**config.mk**
```make
export PLATFORM = sky130hd
export DESIGN_NAME = vga_rect_blitter_flat
export DESIGN_NICKNAME = d
export VERILOG_FILES = /design/src/rtl/vga_blit_pkg.sv /design/src/rtl/vga_rect_blitter_if.sv /design/src/rtl/vga_blit_regs.sv /design/src/rtl/vga_rect_blitter.sv /design/src/flat_wrapper.sv
export SDC_FILE = /design/constraint.sdc
export NUM_CORES = 1
export LEC_CHECK = 0
export ABC_AREA = 1
export CELL_PAD_IN_SITES_DETAIL_PLACEMENT = 0
export CELL_PAD_IN_SITES_GLOBAL_PLACEMENT = 1
export CORE_ASPECT_RATIO = 1.1
export CORE_MARGIN = 2
export CORE_UTILIZATION = 47
export CTS_BUF_LIST = sky130_fd_sc_hd__clkbuf_4
export DETAILED_ROUTE_END_ITERATION = 8
export GPL_ROUTABILITY_DRIVEN = 0
export PLACE_DENSITY = 0.95
export SLEW_MARGIN = 20
export SYNTH_ARGS = -nofsm -noshare
export SYNTH_HDL_FRONTEND = slang
export SYNTH_HIERARCHICAL = 1
export SYNTH_SLANG_ARGS = --single-unit
export TNS_END_PERCENT = 20
```
**constraint.sdc**
```tcl
create_clock -name CLK -period 5.72 [get_ports CLK]
set_clock_uncertainty 0.05 [all_clocks]
set_input_delay 1.144 -clock CLK [delete_from_list [all_inputs] [get_ports CLK]]
set_output_delay 1.144 -clock CLK [all_outputs]
set_load 0.02 [all_outputs]
```
**src/rtl/vga_blit_pkg.sv**
```systemverilog
// vga_blit_pkg: shared definitions for the rectangle blitter.
//   - FSM state enum
//   - bus register map (base address and offsets for X0, Y0, X1, Y1, CMD)
//   - CMD bit positions
//   - frame buffer geometry and address width
//   - pixel colour helper
package vga_blit_pkg;

  localparam int unsigned X_W    = 8;
  localparam int unsigned Y_W    = 7;
  localparam int unsigned ADDR_W = X_W + Y_W;

  localparam logic [7:0] BASE_ADDR = 8'hB4;
  localparam logic [7:0] OFF_X0    = 8'd0;
  localparam logic [7:0] OFF_Y0    = 8'd1;
  localparam logic [7:0] OFF_X1    = 8'd2;
  localparam logic [7:0] OFF_Y1    = 8'd3;
  localparam logic [7:0] OFF_CMD   = 8'd4;

  localparam int unsigned CMD_COLOUR_BIT = 0;
  localparam int unsigned CMD_MODE_BIT   = 1;
  localparam int unsigned CMD_ABORT_BIT  = 7;

  localparam logic [7:0] X_MAX = 8'd159;
  localparam logic [7:0] Y_MAX = 8'd119;

  typedef enum logic [1:0] {
    IDLE = 2'd0,
    CLIP = 2'd1,
    RUN  = 2'd2,
    DONE = 2'd3
  } blit_state_t;

  // Solid mode returns the colour; chequer mode flips it on odd x+y parity.
  function automatic logic pixel_value(input logic colour, input logic mode,
                                       input logic x_lsb, input logic y_lsb);
    return colour ^ (mode & (x_lsb ^ y_lsb));
  endfunction

endpackage

```
**src/rtl/vga_rect_blitter_if.sv**
```systemverilog
// vga_rect_blitter_if: processor write bus plus frame buffer port A.
//   master: processor side (drives BUS_*, observes FB_*)
//   slave : blitter side (observes BUS_*, drives FB_*)
//   BUS_ADDR[7:0], BUS_DATA[7:0], BUS_WE  - processor register writes
//   FB_ADDR[14:0] = {y[6:0], x[7:0]}, FB_DATA, FB_WE - pixel write port
interface vga_rect_blitter_if;

  logic [7:0]                      BUS_ADDR;
  logic [7:0]                      BUS_DATA;
  logic                            BUS_WE;
  logic [vga_blit_pkg::ADDR_W-1:0] FB_ADDR;
  logic                            FB_DATA;
  logic                            FB_WE;

  modport master (
    output BUS_ADDR, BUS_DATA, BUS_WE,
    input  FB_ADDR, FB_DATA, FB_WE
  );

  modport slave (
    input  BUS_ADDR, BUS_DATA, BUS_WE,
    output FB_ADDR, FB_DATA, FB_WE
  );

endinterface

```
**src/rtl/vga_blit_regs.sv**
```systemverilog
// vga_blit_regs: bus decode and shadow registers for the blitter.
//   clk_i, rst_i            - clock, synchronous active-high reset
//   addr_i, data_i, we_i    - processor write bus
//   x0_o, y0_o, x1_o, y1_o  - shadow corner registers
//   colour_o, mode_o        - CMD colour/mode as seen this cycle (write-through)
//   start_o                 - CMD write with abort bit clear (single bus cycle)
//   abort_o                 - CMD write with abort bit set (single bus cycle)
module vga_blit_regs
  import vga_blit_pkg::*;
(
  input  logic       clk_i,
  input  logic       rst_i,
  input  logic [7:0] addr_i,
  input  logic [7:0] data_i,
  input  logic       we_i,
  output logic [7:0] x0_o,
  output logic [7:0] y0_o,
  output logic [7:0] x1_o,
  output logic [7:0] y1_o,
  output logic       colour_o,
  output logic       mode_o,
  output logic       start_o,
  output logic       abort_o
);

  logic [7:0] off;
  logic       wr_x0, wr_y0, wr_x1, wr_y1, wr_cmd;
  logic [7:0] x0_q, y0_q, x1_q, y1_q, cmd_q, cmd_d;

  // Offset from the base; addresses below the base wrap high and miss.
  assign off    = addr_i - BASE_ADDR;
  assign wr_x0  = we_i && (off == OFF_X0);
  assign wr_y0  = we_i && (off == OFF_Y0);
  assign wr_x1  = we_i && (off == OFF_X1);
  assign wr_y1  = we_i && (off == OFF_Y1);
  assign wr_cmd = we_i && (off == OFF_CMD);

  // The command is consumed in the same cycle it is written, so the engine
  // sees the incoming byte rather than the stored one.
  assign cmd_d = wr_cmd ? data_i : cmd_q;

  always_ff @(posedge clk_i) begin
    if (rst_i) begin
      x0_q  <= '0;
      y0_q  <= '0;
      x1_q  <= '0;
      y1_q  <= '0;
      cmd_q <= '0;
    end else begin
      if (wr_x0) x0_q <= data_i;
      if (wr_y0) y0_q <= data_i;
      if (wr_x1) x1_q <= data_i;
      if (wr_y1) y1_q <= data_i;
      cmd_q <= cmd_d;
    end
  end

  assign x0_o     = x0_q;
  assign y0_o     = y0_q;
  assign x1_o     = x1_q;
  assign y1_o     = y1_q;
  assign colour_o = cmd_d[CMD_COLOUR_BIT];
  assign mode_o   = cmd_d[CMD_MODE_BIT];
  assign start_o  = wr_cmd && !data_i[CMD_ABORT_BIT];
  assign abort_o  = wr_cmd &&  data_i[CMD_ABORT_BIT];

endmodule

```
**src/rtl/vga_rect_blitter.sv**
```systemverilog
// vga_rect_blitter: rectangle fill engine driving frame buffer port A.
//   CLK, RESET   - clock, synchronous active-high reset
//   bus          - slave side of vga_rect_blitter_if (processor bus in,
//                  frame buffer write port out)
//   BUSY         - high whenever the engine is not IDLE
//   DONE_IRQ     - one-cycle pulse when an operation ends
// The x/y counters always hold the coordinate of the pixel currently on
// FB_ADDR, so the final pixel is recognised while it is being presented.
module vga_rect_blitter
  import vga_blit_pkg::*;
(
  input  logic              CLK,
  input  logic              RESET,
  vga_rect_blitter_if.slave bus,
  output logic              BUSY,
  output logic              DONE_IRQ
);

  logic [7:0] sh_x0, sh_y0, sh_x1, sh_y1;
  logic       sh_colour, sh_mode, start, abort;

  vga_blit_regs u_regs (
    .clk_i    (CLK),
    .rst_i    (RESET),
    .addr_i   (bus.BUS_ADDR),
    .data_i   (bus.BUS_DATA),
    .we_i     (bus.BUS_WE),
    .x0_o     (sh_x0),
    .y0_o     (sh_y0),
    .x1_o     (sh_x1),
    .y1_o     (sh_y1),
    .colour_o (sh_colour),
    .mode_o   (sh_mode),
    .start_o  (start),
    .abort_o  (abort)
  );

  blit_state_t       state_q;
  logic [7:0]        x0_q, y0_q, x1_q, y1_q;
  logic              colour_q, mode_q;
  logic [X_W-1:0]    x_q;
  logic [Y_W-1:0]    y_q;
  logic [ADDR_W-1:0] fb_addr_q;
  logic              fb_data_q, fb_we_q, busy_q, done_q;

  logic [7:0]        x1_clip, y1_clip;
  logic              empty, row_end, last_pix;
  logic [X_W-1:0]    x_nx;
  logic [Y_W-1:0]    y_nx;

  always_comb begin
    x1_clip  = (x1_q > X_MAX) ? X_MAX : x1_q;
    y1_clip  = (y1_q > Y_MAX) ? Y_MAX : y1_q;
    empty    = (x0_q > x1_clip) || (y0_q > y1_clip);
    // In RUN, x1_q/y1_q already hold the clipped limits.
    row_end  = (x_q == x1_q);
    last_pix = row_end && ({1'b0, y_q} == y1_q);
    x_nx     = row_end ? x0_q : x_q + 8'd1;
    y_nx     = row_end ? y_q + 7'd1 : y_q;
  end

  always_ff @(posedge CLK) begin
    if (RESET) begin
      state_q   <= IDLE;
      x0_q      <= '0;
      y0_q      <= '0;
      x1_q      <= '0;
      y1_q      <= '0;
      colour_q  <= 1'b0;
      mode_q    <= 1'b0;
      x_q       <= '0;
      y_q       <= '0;
      fb_addr_q <= '0;
      fb_data_q <= 1'b0;
      fb_we_q   <= 1'b0;
      busy_q    <= 1'b0;
      done_q    <= 1'b0;
    end else begin
      case (state_q)
        IDLE: begin
          fb_we_q <= 1'b0;
          done_q  <= 1'b0;
          if (start) begin
            state_q  <= CLIP;
            busy_q   <= 1'b1;
            x0_q     <= sh_x0;
            y0_q     <= sh_y0;
            x1_q     <= sh_x1;
            y1_q     <= sh_y1;
            colour_q <= sh_colour;
            mode_q   <= sh_mode;
          end
        end
        CLIP: begin
          if (abort || empty) begin
            state_q <= DONE;
            done_q  <= 1'b1;
          end else begin
            state_q   <= RUN;
            x1_q      <= x1_clip;
            y1_q      <= y1_clip;
            x_q       <= x0_q;
            y_q       <= y0_q[Y_W-1:0];
            fb_we_q   <= 1'b1;
            fb_addr_q <= {y0_q[Y_W-1:0], x0_q};
            fb_data_q <= pixel_value(colour_q, mode_q, x0_q[0], y0_q[0]);
          end
        end
        RUN: begin
          if (abort || last_pix) begin
            state_q <= DONE;
            fb_we_q <= 1'b0;
            done_q  <= 1'b1;
          end else begin
            x_q       <= x_nx;
            y_q       <= y_nx;
            fb_addr_q <= {y_nx, x_nx};
            fb_data_q <= pixel_value(colour_q, mode_q, x_nx[0], y_nx[0]);
          end
        end
        DONE: begin
          state_q <= IDLE;
          done_q  <= 1'b0;
          busy_q  <= 1'b0;
        end
        default: state_q <= IDLE;
      endcase
    end
  end

  assign bus.FB_ADDR = fb_addr_q;
  assign bus.FB_DATA = fb_data_q;
  assign bus.FB_WE   = fb_we_q;
  assign BUSY        = busy_q;
  assign DONE_IRQ    = done_q;

endmodule
```
**src/flat_wrapper.sv**
```systemverilog
// flat-port wrapper written by rule: the top's interface ports become plain ports
module vga_rect_blitter_flat import vga_blit_pkg::*;
  (CLK, RESET, BUSY, DONE_IRQ, bus_BUS_ADDR, bus_BUS_DATA, bus_BUS_WE, bus_FB_ADDR, bus_FB_DATA, bus_FB_WE);
  vga_rect_blitter_if bus_i ();
  input  logic CLK;
  input  logic RESET;
  output logic BUSY;
  output logic DONE_IRQ;
  input wire logic [$bits(bus_i.BUS_ADDR)-1:0] bus_BUS_ADDR;
  input wire logic [$bits(bus_i.BUS_DATA)-1:0] bus_BUS_DATA;
  input wire logic [$bits(bus_i.BUS_WE)-1:0] bus_BUS_WE;
  output wire logic [$bits(bus_i.FB_ADDR)-1:0] bus_FB_ADDR;
  output wire logic [$bits(bus_i.FB_DATA)-1:0] bus_FB_DATA;
  output wire logic [$bits(bus_i.FB_WE)-1:0] bus_FB_WE;
  assign bus_i.BUS_ADDR = bus_BUS_ADDR;
  assign bus_i.BUS_DATA = bus_BUS_DATA;
  assign bus_i.BUS_WE = bus_BUS_WE;
  assign bus_FB_ADDR = bus_i.FB_ADDR;
  assign bus_FB_DATA = bus_i.FB_DATA;
  assign bus_FB_WE = bus_i.FB_WE;
  vga_rect_blitter u_core (.CLK(CLK), .RESET(RESET), .bus(bus_i), .BUSY(BUSY), .DONE_IRQ(DONE_IRQ));
endmodule
```
==> flow_summary.ini <==
[setup_path]
r2r_slack_ns = 2.63
crit_type = in -> reg
slowest_stage = clkdlybuf4s50_1
cp-start-kind = input pin
cpLargestDelayFamily = buffers and inverters
path_cells = clkdlybuf4s50_1, inv_2, nand2_2, nor2_1, nand4_1, nor2_1, nand2_1, inv_1, o21ai_0, a21oi_1
r2r-start = u_core/y1_q[7]
cp_common_cell = nor2_1
critPathRequiredTime_ns = 6.04
timing.critical_path.buf_inv = 3
cp-end-kind = flip-flop
cp_max_fo = 24
cp.arrival_ns = 3.72
r2r_end = u_core/y1_q[6]
r2r_cells = 18
max_stage_delay_ns = 0.52

[clocking]
postCtsHoldBufs = 0
clock_latency_ns = 0.45
cts_buffers = 9
cts_setup_buffers = 0
clk_pin_slew_worst_paths_ns = 0.13
cts.sinks = 89
cts_tree = yes
cts-root-buf = clkbuf_4
cts.path.max_buffers = 2
cts_resized = 0
htree_num_levels = 3

[yosys]
yosysSeqAreaShare = 0.3520
async_reset_ff_frac = 0
ys_seq_elements = 89
synthesis.nets = 791
netlist_area_mm2 = 0.005061
ys_warn_count = 6
syn_inst = 750
synth_top_area_frac = 0.3520
synthTopCellsByArea = dfxtp_1 35%, nand2_1 13%, nor2_1 11%
ys_types = 38
synth_edf_count = 0
syn_area_per_cell_um2 = 6.748
ys.flop_type = dfxtp_1
yosysTopAreaCell = dfxtp_1

[sta]
setup_viol = 0
timing.fmax_mhz = 294.1
hold_viol = 0
finalWorstSetupSlack_ns = 2.320
slew_headroom = 0.2915
finalCritPeriodShare = 0.5944
rsz0062_at_grt = false
finalSetupTns_ns = 0
drv_slew = 0
fin_crit_ns = 3.400
tightest_slew_ns = 1.063

[final_layout]
fillers = 1061
drive_above_1_share = 0.08696
syn2layout_area_growth_pct = 11.72
nets = 819
utilization = 0.5415
final_area_mm2 = 0.005654

[global_routing]
grt_pass1_vias = 4322
grt.total_usage = 0.2217
grt_max_degree = 44
grt_antenna_before_repair = 1
grt_pass1_wl_um = 20480
grt_overflow = 0

[routing]
antenna_left = 0
wire_per_inst_um = 12.86
drt_iter0_drc = 241
viasPerCell = 4.979
routed_wl_um = 11910
vias = 4611
drt-pass1-iter-count = 5
remaining_drc_errors = 0

[placed_design]
placedInstanceArea_mm2 = 0.005492
place_hpwl_um = 9159
dp_slack_ns = 1.804
port-buffer-count = 37

[die]
initial_core_util = 0.4847
pin_count = 38
die_area_mm2 = 0.01162
core_mm2 = 0.01044
die_h_um = 112.8
die_w_um = 102.9
rows = 39

[min_path]
min_to = u_core/DONE_IRQ
min_from = u_core/DONE_IRQ
whs_path_depth = 2
hold_path.class = reg -> reg

[pwr]
peakVddDrop_v = 0.0001286
leakagePower_uw = 0.002478
power_density_mw_per_mm2 = 390.3

[run]
maxCapViolations = 0

[outcome]
outcome = completed
-- power by group --
part           internal (µW)  switching, µW
Combinational            367            667
Sequential               692           81.2
Clock                    177            222
-- synthesized netlist by cell type (2+ instances only) --
| master | instances |
|---|---|
| buf_4 | 2 |
| nand2_2 | 11 |
| xor2_1 | 10 |
| a21oi_2 | 4 |
| dfxtp_1 | 89 |
| nand2_1 | 176 |
| clkbuf_1 | 11 |
| nor2_2 | 5 |
| o21a_1 | 6 |
| nand3_2 | 2 |
| buf_6 | 3 |
| nand4_1 | 5 |
| nor2_1 | 144 |
| o21ai_1 | 10 |
| nand3_1 | 53 |
| inv_1 | 68 |
| o21ai_0 | 48 |
| nand2_4 | 5 |
| nor3_4 | 5 |
| nand3_4 | 2 |
| xnor2_1 | 3 |
| ha_1 | 22 |
| buf_1 | 3 |
| inv_2 | 9 |
| a21oi_1 | 36 |
| nor3_1 | 4 |
| nor2_4 | 3 |
-- cell type report --
type	count	area (µm²)	share of cell area
multi-input cells	562	2855	0.5050
flip-flops and latches	89	1782	0.3151
repair buffers	38	377.9	0.06683
inverters	78	297.8	0.05267
well taps	143	178.9	0.03164
clock inverters	6	92.59	0.01638
clock buffers	9	67.56	0.01195
diodes	1	2.502	0.0004426
-- kinds of logic after synthesis --
logic type	share of synthesized area
other cells	0.0007409
fa+ha+maj	0.05439
buf+inv	0.08380
compound gates	0.1150
simple gates	0.3716
flops	0.3520
xor+xnor	0.02250
-- per-stage QoR --
step,instances,total power (µW),hold WS [ns]
after floorplan,750,1594,0.3848
after global placement,910,1799,0.4028
after detailed placement,910,1819,0.4070
after CTS,925,2215,0.4260
after global routing,926,2390,0.4551
final,926,2207,0.4269
-- state kept, by name, summed over array words and instances, names as in the netlist --
name	count
u_core/u_regs/cmd_q	2
u_core/u_regs/x0_o	8
u_core/bus.FB_WE	1
u_core/x1_q	8
u_core/DONE_IRQ	1
u_core/u_regs/y0_o	8
u_core/BUSY	1
u_core/y0_q	8
u_core/y_q	7
u_core/y1_q	8
u_core/u_regs/x1_o	8
u_core/bus.FB_DATA	1
u_core/x_q	7
u_core/colour_q	1
u_core/mode_q	1
u_core/x0_q	8
u_core/bus.FB_ADDR	1
u_core/u_regs/y1_o	8
u_core/state_q	2
-- placed cells by master (no fill, tap or decap), types with 4 or more instances in the layout --
master             n
nand4_1            5
nand2_4            5
o21ai_1           10
xor2_1            10
a21oi_1           36
o21a_1             6
nor2_1           144
nand3_1           53
nor2_2             5
nor3_4             5
inv_2             10
clkbuf_4           9
clkdlybuf4s50_1   37
nand2_1          176
inv_1             67
nand2_2           11
nor3_1             4
o21ai_0           48
dfxtp_1           89
ha_1              22
a21oi_2            4
-- tightest hold or removal path, cell delays in order (launching register included) --
cell,delay (ns)
dfxtp_1,0.33
nand2_1,0.06
a21oi_1,0.05
-- routing by layer --
| metal | GRT usage | wire [µm] | up-vias |
|---|---|---|---|
| met5 | 0 | 0 | - |
| met4 | 0.07632 | 155 | 0 |
| met3 | 0.02656 | 421 | 9 |
| met2 | 0.3571 | 5460 | 95 |
| met1 | 0.3060 | 5869 | 2070 |
| li1 | - | - | 2437 |
-- worst max path at each step --
| stage | startpoint | to | slack (ns) | cells after the start |
|---|---|---|---|---|
| after floorplan | bus_BUS_ADDR[0] | u_core/x1_q[5] | 3.02 | 13 |
| after global placement | bus_BUS_ADDR[0] | u_core/BUSY | 1.92 | 10 |
| after detailed placement | bus_BUS_ADDR[0] | u_core/BUSY | 1.80 | 10 |
| after CTS | bus_BUS_ADDR[0] | u_core/BUSY | 2.27 | 10 |
| after global routing | bus_BUS_ADDR[0] | u_core/BUSY | 1.98 | 10 |
| final | bus_BUS_ADDR[0] | u_core/BUSY | 2.32 | 10 |
Note: power is estimated with default switching activity, not from simulation.
